File: config.mk
export PLATFORM = sky130hd
export DESIGN_NAME = uart_transmit_drain
export DESIGN_NICKNAME = d
export VERILOG_FILES = /design/src/rtl/uart_transmit_drain.sv
export SDC_FILE = /design/constraint.sdc
export NUM_CORES = 1
export LEC_CHECK = 0
export CORE_MARGIN = 4
export CORE_UTILIZATION = 35
export DETAILED_ROUTE_END_ITERATION = 16
export DONT_BUFFER_PORTS = 1
export PLACE_DENSITY = 0.49
export SLEW_MARGIN = 20
export SYNTH_ARGS = -nofsm -noshare
export SYNTH_HDL_FRONTEND = slang
export SYNTH_SLANG_ARGS = --single-unit
export TNS_END_PERCENT = 20
File: constraint.sdc
create_clock -name clk -period 4.4 [get_ports clk]
set_input_delay 0.88 -clock clk [delete_from_list [all_inputs] [get_ports clk]]
set_output_delay 0.88 -clock clk [all_outputs]
set_load 0.02 [all_outputs]
File: src/rtl/uart_transmit_drain.sv
// uart_transmit_drain
//   Pulls bytes from a show-ahead transmit FIFO and sends them as UART frames:
//   start bit, DATAWIDTH data bits (LSB first), optional parity, 1 or 2 stops.
//   Each bit lasts max(baudDivisor,1) clocks. Frame configuration is sampled
//   once per frame at the pop, so input changes mid-frame only affect the
//   next frame.
// Ports
//   clk, reset        clock, asynchronous active-high reset
//   enable            gate for starting new frames (a running frame completes)
//   baudDivisor       clocks per bit (0 behaves as 1)
//   parityEn/Odd      parity enable / odd select
//   twoStop           two stop bits when high
//   fifoEmpty/Data    FIFO status and head word
//   fifoReadReq       one-cycle pop strobe
//   txd               serial line, idle high
//   busy              high from the pop through the end of the last stop bit
module uart_transmit_drain #(
  parameter int DATAWIDTH = 8,
  parameter int DIVWIDTH  = 16
) (
  input  logic                 clk,
  input  logic                 reset,
  input  logic                 enable,
  input  logic [DIVWIDTH-1:0]  baudDivisor,
  input  logic                 parityEn,
  input  logic                 parityOdd,
  input  logic                 twoStop,
  input  logic                 fifoEmpty,
  input  logic [DATAWIDTH-1:0] fifoData,
  output logic                 fifoReadReq,
  output logic                 txd,
  output logic                 busy
);

  localparam int CW = $clog2(DATAWIDTH + 1);

  typedef enum logic [2:0] {IDLE, SETTLE, START, DATA, PARITY, STOP} state_t;

  state_t               state;
  logic [DATAWIDTH-1:0] shreg;
  logic [DIVWIDTH-1:0]  divm1;     // latched divisor-1 for this frame
  logic [DIVWIDTH-1:0]  bitTimer;
  logic [CW-1:0]        bitCount;  // data bit index, then stop bit index
  logic                 parEnR;
  logic                 twoStopR;
  logic                 parBit;    // seeded with parityOdd, XORs every data bit

  logic [DIVWIDTH-1:0]  divInM1;
  logic                 bitEnd;

  // divisor 0 behaves as 1, so no wrap below zero
  assign divInM1 = (baudDivisor == '0) ? '0 : baudDivisor - DIVWIDTH'(1);
  assign bitEnd  = (bitTimer == '0);

  // The pop is qualified by the live empty flag so a FIFO that drained
  // between IDLE and SETTLE is never popped.
  assign fifoReadReq = (state == SETTLE) && !fifoEmpty;
  assign busy        = fifoReadReq || (state inside {START, DATA, PARITY, STOP});

  // Line level decoded purely from flops; reset forces IDLE so the line
  // returns high immediately.
  always_comb begin
    txd = 1'b1;
    case (state)
      START:   txd = 1'b0;
      DATA:    txd = shreg[0];
      PARITY:  txd = parBit;
      default: txd = 1'b1;
    endcase
  end

  always_ff @(posedge clk or posedge reset) begin
    if (reset) begin
      state    <= IDLE;
      shreg    <= '0;
      divm1    <= '0;
      bitTimer <= '0;
      bitCount <= '0;
      parEnR   <= 1'b0;
      twoStopR <= 1'b0;
      parBit   <= 1'b0;
    end else begin
      case (state)
        IDLE: begin
          if (enable && !fifoEmpty) state <= SETTLE;
        end
        SETTLE: begin
          if (fifoEmpty) begin
            state <= IDLE;
          end else begin
            shreg    <= fifoData;
            divm1    <= divInM1;
            bitTimer <= divInM1;
            parEnR   <= parityEn;
            twoStopR <= twoStop;
            parBit   <= parityOdd;
            bitCount <= '0;
            state    <= START;
          end
        end
        START: begin
          if (!bitEnd) bitTimer <= bitTimer - DIVWIDTH'(1);
          else begin
            bitTimer <= divm1;
            state    <= DATA;
          end
        end
        DATA: begin
          if (!bitEnd) bitTimer <= bitTimer - DIVWIDTH'(1);
          else begin
            bitTimer <= divm1;
            parBit   <= parBit ^ shreg[0];
            shreg    <= shreg >> 1;
            if (bitCount == CW'(DATAWIDTH - 1)) begin
              bitCount <= '0;
              state    <= parEnR ? PARITY : STOP;
            end else begin
              bitCount <= bitCount + CW'(1);
            end
          end
        end
        PARITY: begin
          if (!bitEnd) bitTimer <= bitTimer - DIVWIDTH'(1);
          else begin
            bitTimer <= divm1;
            state    <= STOP;
          end
        end
        STOP: begin
          if (!bitEnd) bitTimer <= bitTimer - DIVWIDTH'(1);
          else if (twoStopR && bitCount == '0) begin
            bitCount <= CW'(1);
            bitTimer <= divm1;
          end else begin
            bitCount <= '0;
            // back-to-back frames go straight to SETTLE, keeping busy high
            state    <= (enable && !fifoEmpty) ? SETTLE : IDLE;
          end
        end
        default: state <= IDLE;
      endcase
    end
  end

endmodule

==> flow_summary.toml, run 1 <==
[placement]
dp_hpwl_um = 5740
io_buffers = 0
routabilityCongestion = 0.802
dp_slack_ps = 1570

[synth]
mappedNetlistNets = 428
ys_warn_count = 0
synth_top_family_by_area = "simple AND/OR/NAND/NOR gates"
synth_cell_types = 55
synth_ff_type = "dfrtp_1"
synth_fa_ha_area_share_pct = 2.69
synthArstFlopShare_pct = 100
synth_edf_count = 0
synth_area_um2 = 3250
synthMuxAreaShare_pct = 4.46
synth_compound_area_share_pct = 18.8
ys_seq_area_share_pct = 38.5
syn_inst = 390
syn_avg_cell_area_um2 = 8.33
synth_seq_cells = 50
synthXorXnorAreaFrac_pct = 4.85
yosys.area_share.simple_pct = 26.7

[cells_and_area]
drive_above_1_share_pct = 9.59
fill_cells = 929
final_util_pct = 38.8
layout_common_cells = "nand2_1 (67), dfrtp_1 (50), o21ai_0 (41)"
synthToLayoutAreaGrowth_pct = 6.12
num-nets-final = 423
antenna_cells = 0
layout_commonest_cell = "nand2_1"

[global_route]
gr-total-overflow = 0
grt_antenna_before_repair = 0
grt_pass1_vias = 2506
grt_pass1_wl_um = 13100
globalRouteTotalUtil_pct = 14.6
grt_max_degree = 51

[timing]
fin_setup_tns_ps = 0
maxSlewHeadroom_pct = 55.0
rsz0062_at_grt = "false"
tightest_slew_ps = 674
finalHoldViolCount = 0
period_share_pct = 64.6
fin_crit_ps = 2840
finalWorstSetupSlack_ps = 1560
slew_violations = 0
max_freq_ghz = 0.352
setup_viol = 0
fin_skew_ps = 3.83

[power_and_ir_drop]
ir_drop_mv = 0.278
power_frac_seq_pct = 39.7
p_int_mw = 1.24
combPwrFrac_pct = 48.1
total_leakage_power_nw = 1.47
switching_share_pct = 45.5
clockPowerShare_pct = 12.3
power_density_nw_per_um2 = 662
switching_power_mw = 1.04

[run_status]
outcome = "completed"

[route]
vias = 2669
viasPerCell = 5.40
wl_um = 7840
dr.pass1.iters = 4
routedWlPerCell_um = 15.9
antenna_left = 0
drc = 0
dr.first_iter.drc_count = 116

[die]
row_count = 34
die_y_um = 104
core_area_um2 = 8890
start_util_pct = 36.6
fp.dieW_um = 104
boundaryPins = 34
dieArea_um2 = 10900

[critical_path]
cp_max_fo = 16
critPathRequiredTime_ps = 3520
worstSetupStartpointType = "register"
worst-setup-path-type = "reg2out"
setup.worst_path.end_class = "primary output"
crit_arrival_ps = 1960

[clock_tree]
post-cts-setup-buffers = 0
cts.clk_slew.worst_paths_ps = 100
clockBufferDepth = 2
clock_latency_ps = 310
clock-sinks = 50
cts_buffers = 5
htreeDepth = 2
cts_tree = "done"
ctsResizeCount = 0
clockRootBuffer = "clkbuf_8"
cts_hold_buf = 0

[flow_run]
drv_cap = 0

[worst_hold_path]
min_path_type = "reg2reg"
[metal layers]
metal,track usage (%),up-vias,routed length (um)
met5,0,-,0
met4,3.99,0,110
met3,2.55,8,173
met2,22.3,34,3650
met1,21.3,1267,3910
li1,-,1360,-
[area by class of cell]
cell class              count  area, um2  area share (%)
clock buffers               5       68.8            1.99
clock inverters             3       21.3           0.617
inverters                  15       56.3            1.63
multi-input cells         307       1870            54.3
flip-flops and latches     50       1250            36.3
well taps                 108        135            3.92
repair buffers              6       45.0            1.31
[flip-flops by register name, summed over array words and instances, names as in the netlist]
register,count
parEnR,1
twoStopR,1
parBit,1
bitCount,4
shreg,8
divm1,16
state,3
bitTimer,16
[logic make-up after synthesis]
logic type	Yosys count
simple gates	168
compound gates	100
flops	50
buf+inv	33
xor+xnor	18
mux	14
fa+ha+maj	7
[per-stage QoR]
step	total power, mW	hold slack, ps	instances	cell area (um2)
after CTS	2.32	490	494	3450
after floorplan	1.75	442	390	3250
after global placement	2.02	462	486	3360
after detailed placement	2.03	467	486	3360
after global routing	2.50	510	494	3450
final	2.28	486	494	3450
[synth_stat cells, types with 3 or more instances]
cell type / number / share of area [%]
o211ai_1: 5 / 1.2
nand4_1: 3 / 0.58
nand3_1: 8 / 1.2
and3_1: 4 / 0.77
o21ai_0: 41 / 6.3
a31oi_1: 5 / 0.96
xor2_1: 8 / 2.2
nor2b_1: 6 / 1.2
clkbuf_1: 12 / 1.4
nand2_1: 67 / 7.7
ha_1: 7 / 2.7
nor3_1: 12 / 1.8
dfrtp_1: 50 / 38
a21oi_1: 17 / 2.6
mux2i_1: 10 / 3.1
mux2_2: 4 / 1.4
xnor2_1: 10 / 2.7
or3_1: 3 / 0.58
nor2_1: 40 / 4.6
o22a_1: 3 / 0.81
o31ai_1: 6 / 1.4
buf_2: 6 / 0.92
inv_1: 14 / 1.6
a211oi_1: 8 / 1.8
[power groups by stage]
stage	registers, mW	logic [mW]	clock network, mW
after floorplan	0.832	0.923	0
after global routing	0.944	1.25	0.310
after global placement	0.914	1.10	0
after detailed placement	0.915	1.11	0
final	0.905	1.10	0.280
after CTS	0.904	1.12	0.295
[critical path, cell delays in order, from the launching register on]
cell	delay [ps]
dfrtp_1	660
nand2_1	160
or3_1	520
clkinv_1	310
[worst paths after layout]
| kind | start | cells after the start | to | slack (ps) |
|---|---|---|---|---|
| max in group asynchronous | reset | 2 | bitTimer[3] | 3320 |
| min | divm1[5] | 2 | divm1[5] | 490 |
| max reg2reg | bitTimer[0] | 9 | bitCount[3] | 1960 |
| min in group asynchronous | reset | 2 | shreg[4] | 610 |
| min reg2reg | divm1[5] | 2 | divm1[5] | 490 |
| max | state[0] | 3 | fifoReadReq | 1560 |
Note: power is estimated with default switching activity, not from simulation.
==> run 2, diff against run 1 <==
- PLACE_DENSITY: 0.49 -> 0.51
- clock period: 4.4 -> 2.6 ns (I/O delays scaled with it)
==> run 2 against run 1 <==
- routed wire length is 0.55% higher
- clock power is 110% higher
- design area is 3.0% higher
- setup slack worse by 1300 ps
- register-to-register slack worse by 1700 ps
- total power is 81% higher
- sequential power is 65% higher
- sequential cell count stayed put
- sequential share of layout area is 1.0 points lower
- combinational power is 87% higher
- die area stayed put
- critical path type unchanged
- largest power group unchanged
==> flow_summary.toml, run 2 (same netlist as run 1, synthesis figures left out) <==
[run_status]
outcome = "completed"

[global_route]
grt_max_degree = 23
globalRouteTotalUtil_pct = 15.2
grt_antenna_before_repair = 0
grt_pass1_wl_um = 13700
gr-total-overflow = 0
grt_pass1_vias = 2704

[die]
dieArea_um2 = 10900
core_area_um2 = 8890
row_count = 34
boundaryPins = 34
die_y_um = 104
fp.dieW_um = 104
start_util_pct = 36.6

[critical_path]
crit_arrival_ps = 1790
ff2ff_path_depth = 8
worstSetupStartpointType = "register"
crit_top_cell = "nor2_1"
setup.worst_path.end_class = "primary output"
cp_num_cells = 6
worst-setup-path-type = "reg2out"
critPathBufInv = 1
crit_chain = "inv_1 -> nand2_1 -> nor2_1 -> nor2_1 -> nor2_1 -> a21oi_1"
cp_max_fo = 14
critPathRequiredTime_ps = 2080
r2r-start = "bitTimer[1]"
critPathLaunch = "state[1]"
crit_family = "flip-flops"
critPathSlowestCell = "dfrtp_1"
rrSetupSlack_ps = 310
r2r_end = "bitCount[3]"
endpoint = "txd"
cp_slowest_stage_delay_ps = 610

[route]
vias = 2704
antenna_left = 0
viasPerCell = 5.38
drc = 0
wl_um = 7890
dr.pass1.iters = 4
dr.first_iter.drc_count = 122
routedWlPerCell_um = 15.7

[cells_and_area]
layout_common_cells = "nand2_1 (67), dfrtp_1 (50), o21ai_0 (41)"
fill_cells = 896
synthToLayoutAreaGrowth_pct = 9.28
antenna_cells = 0
final_util_pct = 40.0
layout_commonest_cell = "nand2_1"
drive_above_1_share_pct = 11.6
num-nets-final = 432
multi_input_area_um2 = 1870
reg.largest.list = "bitTimer (16), divm1 (16), shreg (8)"
seqCellArea_um2 = 1250

[timing]
tightest_slew_ps = 539
fin_skew_ps = 10.3
slew_violations = 0
finalHoldViolCount = 0
fin_crit_ps = 2310
max_freq_ghz = 0.433
period_share_pct = 88.7
rsz0062_at_grt = "false"
whs_ps = 84.7
fin_setup_tns_ps = 0
setup_viol = 0
maxSlewHeadroom_pct = 63.8

[clock_tree]
cts_hold_buf = 0
ctsResizeCount = 0
clock-sinks = 50
clock_latency_ps = 310
post-cts-setup-buffers = 0
htreeDepth = 2
cts_buffers = 5
clockRootBuffer = "clkbuf_8"
clockBufferDepth = 2
cts.clk_slew.worst_paths_ps = 100
cts_tree = "done"

[power_and_ir_drop]
ir_drop_mv = 0.432
power_density_nw_per_um2 = 1160
total_leakage_power_nw = 1.54

[worst_hold_path]
min_path_type = "in2async"

[placement]
dp_hpwl_um = 6060
io_buffers = 0
routabilityCongestion = 0.823

[flow_run]
drv_cap = 0
## run 2: cell count changes in the layout (fill, tap and decap cells not counted), sizes merged
cell / previous run / this run
inv: 14 / 15
clkinv: 3 / 2
bufinv: 0 / 1
buf: 6 / 15
clkinvlp: 1 / 0
## run 2: per-layer routing
layer / part of all wire, % / GRT usage (%) / wire length (um) / vias to the layer above
li1: - / - / - / 1380
met1: 54 / 22.7 / 4230 / 1278
met2: 42 / 22.9 / 3340 / 38
met3: 3.0 / 2.79 / 239 / 8
met4: 0.98 / 3.13 / 77 / 0
met5: 0 / 0 / 0 / -
## run 2: power breakdown
group	total, mW	internal [mW]	switching, mW
clock network	0.580	0.289	0.291
registers	1.49	1.13	0.357
logic	2.06	0.877	1.18
total	4.13	2.30	1.83
## run 2: how the worst min path moves through the flow
stage | from | to | cells after the start
after floorplan | divm1[9] | divm1[9] | 2
after global routing | reset | shreg[4] | 1
after global placement | reset | shreg[5] | 1
final | reset | shreg[5] | 1
after detailed placement | reset | shreg[5] | 1
after CTS | reset | shreg[5] | 1
## run 2: metrics by stage
step           area (um2)  setup slack (ps)  total power, mW  instances
3_5_place_dp         3440               129             3.56        495
6_report             3550               293             4.13        503
4_1_cts              3550               263             4.15        503
2_1_floorplan        3250               325             2.97        390
3_3_place_gp         3440               222             3.54        495
5_1_grt              3550              68.3             4.51        503
## run 2: area by class of cell
class | instances | area share, %
inverter | 15 | 1.59
clock buffer | 5 | 1.94
multi-input combinational | 307 | 52.7
timing repair buffer | 15 | 3.52
sequential | 50 | 35.2
tap | 108 | 3.80
clock inverter | 3 | 1.23
==> run 3, diff against run 2 <==
- CELL_PAD_IN_SITES_DETAIL_PLACEMENT: not set -> 0
- CELL_PAD_IN_SITES_GLOBAL_PLACEMENT: not set -> 1
- PLACE_DENSITY: 0.51 -> 0.63
==> run 3 against run 2 <==
- utilization shrank 0.55 points
- sequential power is essentially flat
- total power is 4.2% lower
- combinational power decreased by 5%
- critical path type unchanged
- largest power group unchanged
- highest routed layer unchanged
==> flow_summary.toml, run 3 (same netlist as run 1, synthesis figures left out) <==
[die]
core_area_um2 = 8890
fp.dieW_um = 104
die_y_um = 104
boundaryPins = 34
start_util_pct = 36.6
row_count = 34
dieArea_um2 = 10900

[critical_path]
critPathLaunch = "state[1]"
critPathBufInv = 1
cp_max_fo = 14
worstSetupStartpointType = "register"
crit_arrival_ps = 1840
crit_chain = "inv_1 -> nand2_1 -> nor2_1 -> nor2_1 -> nor2_1 -> a21oi_1"
cp_slowest_stage_delay_ps = 610
worst-setup-path-type = "reg2out"
critPathSlowestCell = "dfrtp_1"
r2r-start = "bitTimer[1]"
setup.worst_path.end_class = "primary output"
rrSetupSlack_ps = 360
crit_top_cell = "nor2_1"
critPathRequiredTime_ps = 2080
crit_family = "flip-flops"

[placement]
dp_slack_ps = 120
dp_hpwl_um = 6060
io_buffers = 0
postPlaceCellArea_um2 = 3400
dp_cells = 492
routabilityCongestion = 0.763

[route]
dr.first_iter.drc_count = 111
dr.pass1.iters = 4
routedWlPerCell_um = 16.1
drc = 0
vias = 2702
antenna_left = 0
wl_um = 8040
viasPerCell = 5.40

[cells_and_area]
layout_common_cells = "nand2_1 (67), dfrtp_1 (50), o21ai_0 (41)"
synthToLayoutAreaGrowth_pct = 7.78
layout_commonest_cell = "nand2_1"
num-nets-final = 429
drive_above_1_share_pct = 11.0
fin_area_um2 = 3500
fin_cells = 500
reg.largest.list = "bitTimer (16), divm1 (16), shreg (8)"
antenna_cells = 0
final_util_pct = 39.4

[timing]
setup_viol = 0
maxSlewHeadroom_pct = 63.0
slew_violations = 0
tightest_slew_ps = 555
whs_ps = 124
fin_skew_ps = 11.0
period_share_pct = 90.9
fin_setup_tns_ps = 0
max_freq_ghz = 0.423
finalHoldViolCount = 0
rsz0062_at_grt = "false"
fin_crit_ps = 2360
finalWorstSetupSlack_ps = 237

[clock_tree]
clockBufferDepth = 2
ctsResizeCount = 0
cts_hold_buf = 0
cts.clk_slew.worst_paths_ps = 100
clock-sinks = 50
cts_tree = "done"
clock_latency_ps = 310
post-cts-setup-buffers = 0
cts_buffers = 5
clockRootBuffer = "clkbuf_8"
htreeDepth = 2

[global_route]
grt_pass1_vias = 2738
grt_pass1_wl_um = 13800
grt_antenna_before_repair = 0
globalRouteTotalUtil_pct = 15.3
grt_max_degree = 28
gr-total-overflow = 0

[power_and_ir_drop]
total_power_mw = 3.96
ir_drop_mv = 0.326
power_density_nw_per_um2 = 1130
total_leakage_power_nw = 1.51

[flow_run]
drv_cap = 0

[run_status]
outcome = "completed"

[worst_hold_path]
min_path_type = "in2async"
run 3: cell count changes in the layout (fill, tap and decap cells not counted), sizes merged:
cell      change
buf           -3
clkinvlp      +1
bufinv        -1
clkinv        -1
clkbuf        +1
run 3: cell type report:
cell class              instances  area, um2
flip-flops and latches         50       1250
clock buffers                   6       82.6
clock inverters                 2       16.3
well taps                     108        135
multi-input cells             307       1870
inverters                      15       56.3
fillers                       967       5390
repair buffers                 12       90.1
run 3: final timing paths:
| path | endpoint | cells past startpoint |
|---|---|---|
| worst max-delay path | txd | 6 |
| worst min-delay path | bitTimer[4] | 1 |
| worst max register to register | bitTimer[0] | 8 |
| worst min register to register | divm1[9] | 2 |
| max in group asynchronous | bitTimer[14] | 2 |
| min in group clk | divm1[0] | 1 |
run 3: per-layer routing:
layer	routed length, um	global-route usage [%]	up-vias
met5	0	0	-
met2	3760	25.3	46
li1	-	-	1363
met1	3910	20.8	1284
met3	278	2.55	9
met4	94	3.99	0
run 3: report_power, final:
part	leakage [nW]	switching, mW	internal (mW)
combinational	0.833	1.13	0.811
clock	0.0478	0.278	0.220
sequential	0.626	0.380	1.13
